File: config.mk
export PLATFORM = sky130hd
export DESIGN_NAME = cp0_intc
export DESIGN_NICKNAME = d
export VERILOG_FILES = /design/src/rtl/cp0_intc.sv
export SDC_FILE = /design/constraint.sdc
export NUM_CORES = 1
export LEC_CHECK = 0
export CAP_MARGIN = 20
export CELL_PAD_IN_SITES_DETAIL_PLACEMENT = 1
export CELL_PAD_IN_SITES_GLOBAL_PLACEMENT = 2
export CORE_MARGIN = 2
export CORE_UTILIZATION = 32
export DETAILED_ROUTE_END_ITERATION = 16
export HOLD_SLACK_MARGIN = 0.02
export PLACE_DENSITY_LB_ADDON = 0.1
export SYNTH_ARGS = -nofsm -noshare
export SYNTH_HDL_FRONTEND = slang
export SYNTH_SLANG_ARGS = --single-unit
File: constraint.sdc
create_clock -name clk -period 6.04 [get_ports clk]
set_input_delay 1.208 -clock clk [delete_from_list [all_inputs] [get_ports clk]]
set_output_delay 1.208 -clock clk [all_outputs]
set_load 0.02 [all_outputs]
File: src/rtl/cp0_intc.sv
// CP0 at the M stage: SR/Cause/EPC/PRId/Count/Compare, exception and interrupt entry, eret.
// int_req is combinational in the entry cycle and state updates at the next edge; no flow control, never stalls.
module cp0_intc #(
  parameter int          NUM_HWINT = 6,
  parameter bit          TIMER_EN  = 1'b1,
  parameter logic [31:0] PRID      = 32'h2019_0701,
  parameter logic [31:0] HANDLER   = 32'h0000_4180
) (
  input  logic                 clk,
  input  logic                 reset,
  input  logic                 we,
  input  logic [4:0]           addr,
  input  logic [31:0]          din,
  output logic [31:0]          dout,
  input  logic [31:0]          pc_m,
  input  logic                 bd_m,
  input  logic [4:0]           exc_code,
  input  logic                 eret_m,
  input  logic [NUM_HWINT-1:0] hwint,
  output logic                 int_req,
  output logic [31:0]          handler_pc,
  output logic [31:0]          epc_out,
  output logic                 exl
);

  localparam logic [4:0] A_COUNT   = 5'd9;
  localparam logic [4:0] A_COMPARE = 5'd11;
  localparam logic [4:0] A_SR      = 5'd12;
  localparam logic [4:0] A_CAUSE   = 5'd13;
  localparam logic [4:0] A_EPC     = 5'd14;
  localparam logic [4:0] A_PRID    = 5'd15;

  logic [5:0]  im;
  logic        ie;
  logic        exl_q;
  logic        bd;
  logic [5:0]  ip;
  logic [4:0]  exc_q;
  logic [31:0] epc;
  logic [31:0] count;
  logic [31:0] compare;
  logic        ti;

  logic [5:0]  hw_ext;
  logic [5:0]  ip_live;
  logic [5:0]  ip_next;
  logic        match;
  logic        ti_live;
  logic        ti_next;
  logic        int_irq;
  logic        exc;
  logic        wr;
  logic [31:0] epc_entry;

  // Bit i of the 6-bit vectors is architectural IP[i+2] / Cause bit 10+i.
  assign hw_ext  = 6'(hwint);
  assign match   = TIMER_EN && (count == compare);
  assign ti_live = ti | match;
  assign ip_live = hw_ext | {ti_live, 5'b0};

  // The entry decision uses live lines so a one-cycle hwint pulse is taken in its own cycle.
  assign int_irq = ie & ~exl_q & (|(im & ip_live));
  assign exc     = (exc_code != 5'd0) & ~exl_q;
  assign int_req = int_irq | exc;

  assign wr        = we & ~int_req;
  assign ti_next   = (wr && addr == A_COMPARE) ? 1'b0 : ti_live;
  assign ip_next   = hw_ext | {ti_next, 5'b0};
  assign epc_entry = bd_m ? (pc_m - 32'd4) : pc_m;

  always_ff @(posedge clk) begin
    if (reset) begin
      im      <= '0;
      ie      <= 1'b0;
      exl_q   <= 1'b0;
      bd      <= 1'b0;
      ip      <= '0;
      exc_q   <= '0;
      epc     <= '0;
      count   <= '0;
      compare <= 32'hFFFF_FFFF;
      ti      <= 1'b0;
    end else begin
      ti <= ti_next;
      ip <= ip_next;
      count <= (wr && addr == A_COUNT) ? din : count + 32'd1;
      if (wr && addr == A_COMPARE) compare <= din;
      if (wr && addr == A_EPC) epc <= {din[31:2], 2'b00};
      if (wr && addr == A_SR) begin
        im    <= din[15:10];
        exl_q <= din[1];
        ie    <= din[0];
      end
      // Later assignments win: an eret in the same cycle as an SR write still clears EXL.
      if (int_req) begin
        exl_q <= 1'b1;
        bd    <= bd_m;
        epc   <= {epc_entry[31:2], 2'b00};
        exc_q <= int_irq ? 5'd0 : exc_code;
      end else if (eret_m && exl_q) begin
        exl_q <= 1'b0;
      end
    end
  end

  always_comb begin
    dout = '0;
    case (addr)
      A_COUNT:   dout = TIMER_EN ? count : 32'd0;
      A_COMPARE: dout = TIMER_EN ? compare : 32'd0;
      A_SR:      dout = {16'b0, im, 8'b0, exl_q, ie};
      A_CAUSE:   dout = {bd, 15'b0, ip, 3'b0, exc_q, 2'b0};
      A_EPC:     dout = epc;
      A_PRID:    dout = PRID;
      default:   dout = '0;
    endcase
  end

  assign handler_pc = HANDLER;
  assign epc_out    = epc;
  assign exl        = exl_q;

endmodule
==> metrics.csv <==
stage;metric;value;unit
clock_tree;Clock Sinks;115;
sta;WHS;495;ps
clock_tree;Root Driver;clkbuf_16;
floorplanning;die area;24900;um2
route;drt initial violations;405;
route;post-route ant nets;0;
clock_tree;Resize count post-CTS;0;
logic_synthesis;post-synthesis simple-gate area fraction;22.6;%
power;worst vdd ir;0.125;mV
sta;Max Slew Vio Count;0;
logic_synthesis;syn avg cell area;8.54;um2
setup_path;Largest stage delay, worst path;610;ps
setup_path;Worst EP required;4830;ps
logic_synthesis;Cell Area, Synth;7570;um2
sta;final setup violation count;0;
clock_tree;CTS buffer count;17;
sta;Hold Vio Cnt, Final;0;
placement;dpl hpwl;21600;um
clock_tree;CTS Buffer Depth;2;
setup_path;Buf/Inv on CP;3;
sta;max_slew headroom;35.1;%
status;status;completed;
setup_path;FF-to-FF End;compare[24];
placement;dpl cells;1291;
hold_path;Hold Crit Start;bd;
logic_synthesis;Post-synth top flop;dfxtp_1;
global_route;antenna violations before repair;0;
logic_synthesis;Post-synth EDFFs;0;
finish;Multi-input gate area;4760;um2
placement;pre-CTS setup slack;859;ps
finish;ANT cells;0;
sta;RSZ-0062 raised after global routing;false;
sta;fmax;193;MHz
global_route;grt total ovfl;0;
hold_path;Worst Hold Path EP;bd;
finish;Layout fillers;2727;
sta;setup TNS;0;ps
route;drt pass-1 iters;7;
clock_tree;Setup Fix Bufs, Post-CTS;0;
clock_tree;CTS tree;built;
placement;Final GP Congestion;0.821;
clock_tree;hold_buf cts;0;
setup_path;cell repeated most along the worst path;clkdlybuf4s50_1;
placement;port bufs;146;
power;Lkg Pwr;3.41;nW
setup_path;Reg2Reg Depth;8;
logic_synthesis;largest family of logic cells by synthesized area;simple AND/OR/NAND/NOR gates;
route;overall routed net length;28600;um
finish;Synth-to-Final Area Change;28.3;%
floorplanning;IO Pins;183;
route;routed length per instance;21.6;um
route;drt via density;5.28;
logic_synthesis;mux cell area share after synthesis;8.99;%
power;PwrDens;246;nW/um2
setup_path;Worst R2R Setup Slack;2850;ps
global_route;largest net degree at the start of global routing;123;
global_route;first-pass GRT wire length;42800;um
setup_path;slowest cell on the critical path;clkdlybuf4s50_1;
setup_path;CP Launch Type;input port;
finish;non-filler cells, final;1323;
logic_synthesis;Post-Synth XOR/XNOR Area;10.2;%
logic_synthesis;flops & latches, synth;115;
logic_synthesis;post-synthesis adder-cell area fraction;0.330;%
clock_tree;clk_lat worst skew;420;ps
clock_tree;H-Tree Depth;4;
setup_path;crit path max fanout;19;
route;Vias;6986;
sta;Period minus WS final;5180;ps
global_route;Total GRT Usage;23.1;%
route;drt drc;0;
hold_path;hold path depth;2;
floorplanning;row count;56;
floorplanning;Die Wd;158;um
flow_run;Max-cap violations;0;
sta;Final period util;85.7;%
logic_synthesis;Synth Area in Compound Gates;18.8;%
setup_path;Critical R2R Launch;im[0];
logic_synthesis;Synth Warn #;0;
setup_path;critical path arrival;3970;ps
setup_path;CP Cell Sequence;clkdlybuf4s50_1, a222oi_1, and3_1, and2b_1, o21ai_4, nand2_4, inv_2, clkdlybuf4s50_1;
floorplanning;die boundary height;158;um
floorplanning;Core ar.;23300;um2
setup_path;Critical Path Stages;8;
global_route;vias in the first global route;6922;
finish;layout cells sized above 1;8.86;%
logic_synthesis;Synth cell types;57;
floorplanning;starting density of the core;32.5;%
finish;Reg area;2300;um2
logic_synthesis;sequential fraction of the synthesis area;30.4;%
logic_synthesis;Mapped Cells;887;
clock_tree;clk slew on worst S/H paths;50;ps
setup_path;CP delay by family, top;buffers and inverters;
sta;worst slew pin tran;974;ps
sta;final setup margin;862;ps
setup_path;WS Path Type;in -> out;
finish;final net count;1078;
setup_path;crit path capture type;primary output;
logic_synthesis;share of flip-flops with an asynchronous set or reset;0;%
sta;Max Clock Skew;11.9;ps
hold_path;worst min path class;reg -> reg;
cells by family after synthesis:
| group | count (synthesis) |
|---|---|
| fa+ha+maj | 2 |
| other cells | 2 |
| mux | 68 |
| xor+xnor | 88 |
| buf+inv | 119 |
| simple gates | 318 |
| flops | 115 |
| compound gates | 175 |
where the power goes:
group	leakage, nW	switching (mW)	total, mW	internal [mW]
clock	0.295	0.387	1.09	0.701
combinational	2.17	0.251	0.450	0.199
sequential	0.940	0.0536	0.851	0.797
registers in the layout (all words and copies together), names as in the netlist:
signal	flops
compare	32
count	32
epc_out	30
im	6
ip	6
exc_q	5
bd	1
exl	1
ie	1
ti	1
per-layer routing:
layer / track usage (%) / routed length (um) / part of all wire, % / vias up
li1: - / - / - / 3351
met1: 35.1 / 14900 / 52 / 3445
met5: 0 / 0 / 0 / -
met3: 3.12 / 968 / 3.4 / 15
met2: 34.3 / 12600 / 44 / 175
met4: 4.94 / 262 / 0.91 / 0
layout make-up:
| cell class | instances | share of cell area, % |
|---|---|---|
| multi-input combinational | 685 | 49.0 |
| timing repair buffer | 163 | 16.4 |
| tap | 319 | 4.11 |
| sequential | 115 | 23.7 |
| clock inverter | 13 | 1.88 |
| clock buffer | 19 | 4.56 |
| inverter | 9 | 0.348 |
how the worst max path moves through the flow:
stage | start | end | slack (ps)
global route | hwint[0] | int_req | 730
global placement | hwint[0] | int_req | 850
floorplan | addr[2] | dout[11] | 2010
CTS | hwint[0] | int_req | 830
detailed placement | hwint[0] | int_req | 860
finish | hwint[0] | int_req | 860
per-stage QoR:
| stage | instance area (um2) | util, % | power [mW] |
|---|---|---|---|
| after global placement | 9090 | 39.0 | 1.31 |
| after CTS | 9720 | 41.7 | 2.41 |
| after detailed placement | 9090 | 39.0 | 1.32 |
| after floorplan | 7690 | - | 1.11 |
| after global routing | 9720 | 41.7 | 2.48 |
| final | 9720 | 41.7 | 2.39 |
cell usage in the layout, fill, tap and decap left out, drive strengths merged, types with 10 or more instances in the layout:
cell type and n:
nor2 100, clkdlybuf4s50 144, nor3 25, clkbuf 19, nor4 21, buf 19
inv 10, xor2 61, mux2i 68, a211oi 27, nand2b 17, a22o 36
conb 34, nand2 23, nand3 47, xnor2 27, nor2b 18, dfxtp 115
nor3b 25, a22oi 13, a21oi 46, a221oi 28, nand4 12
cell usage after synthesis, drive strengths merged, types with 2 or more instances:
cell type | instances | share of area (%)
nand3 | 47 | 3.1
nand2 | 23 | 1.2
a221o | 6 | 0.79
nand4 | 12 | 1.1
or3 | 7 | 0.58
nor4 | 21 | 2.1
and3 | 7 | 0.58
mux2i | 68 | 9.0
o21ai | 7 | 0.61
ha | 2 | 0.33
a211oi | 27 | 3.9
nor2b | 18 | 1.5
and4 | 4 | 0.46
or2 | 4 | 0.33
o211ai | 2 | 0.26
a221oi | 28 | 3.2
xnor2 | 27 | 3.1
a22o | 36 | 4.2
conb | 2 | 0.099
a22oi | 13 | 1.3
nor3 | 25 | 1.7
nand2b | 17 | 1.4
buf | 62 | 5.8
nor2 | 100 | 5.0
a21oi | 46 | 3.2
nor3b | 25 | 2.5
a21o | 3 | 0.30
a311oi | 2 | 0.23
dfxtp | 115 | 30
inv | 9 | 0.45
xor2 | 61 | 7.1
clkbuf | 48 | 2.4
worst min-delay path: stages, from the launching register on:
cell and delay, ps:
dfxtp_1 310, o21ai_0 70, a21oi_1 70
No activity file was read; power rests on OpenSTA's default activity.
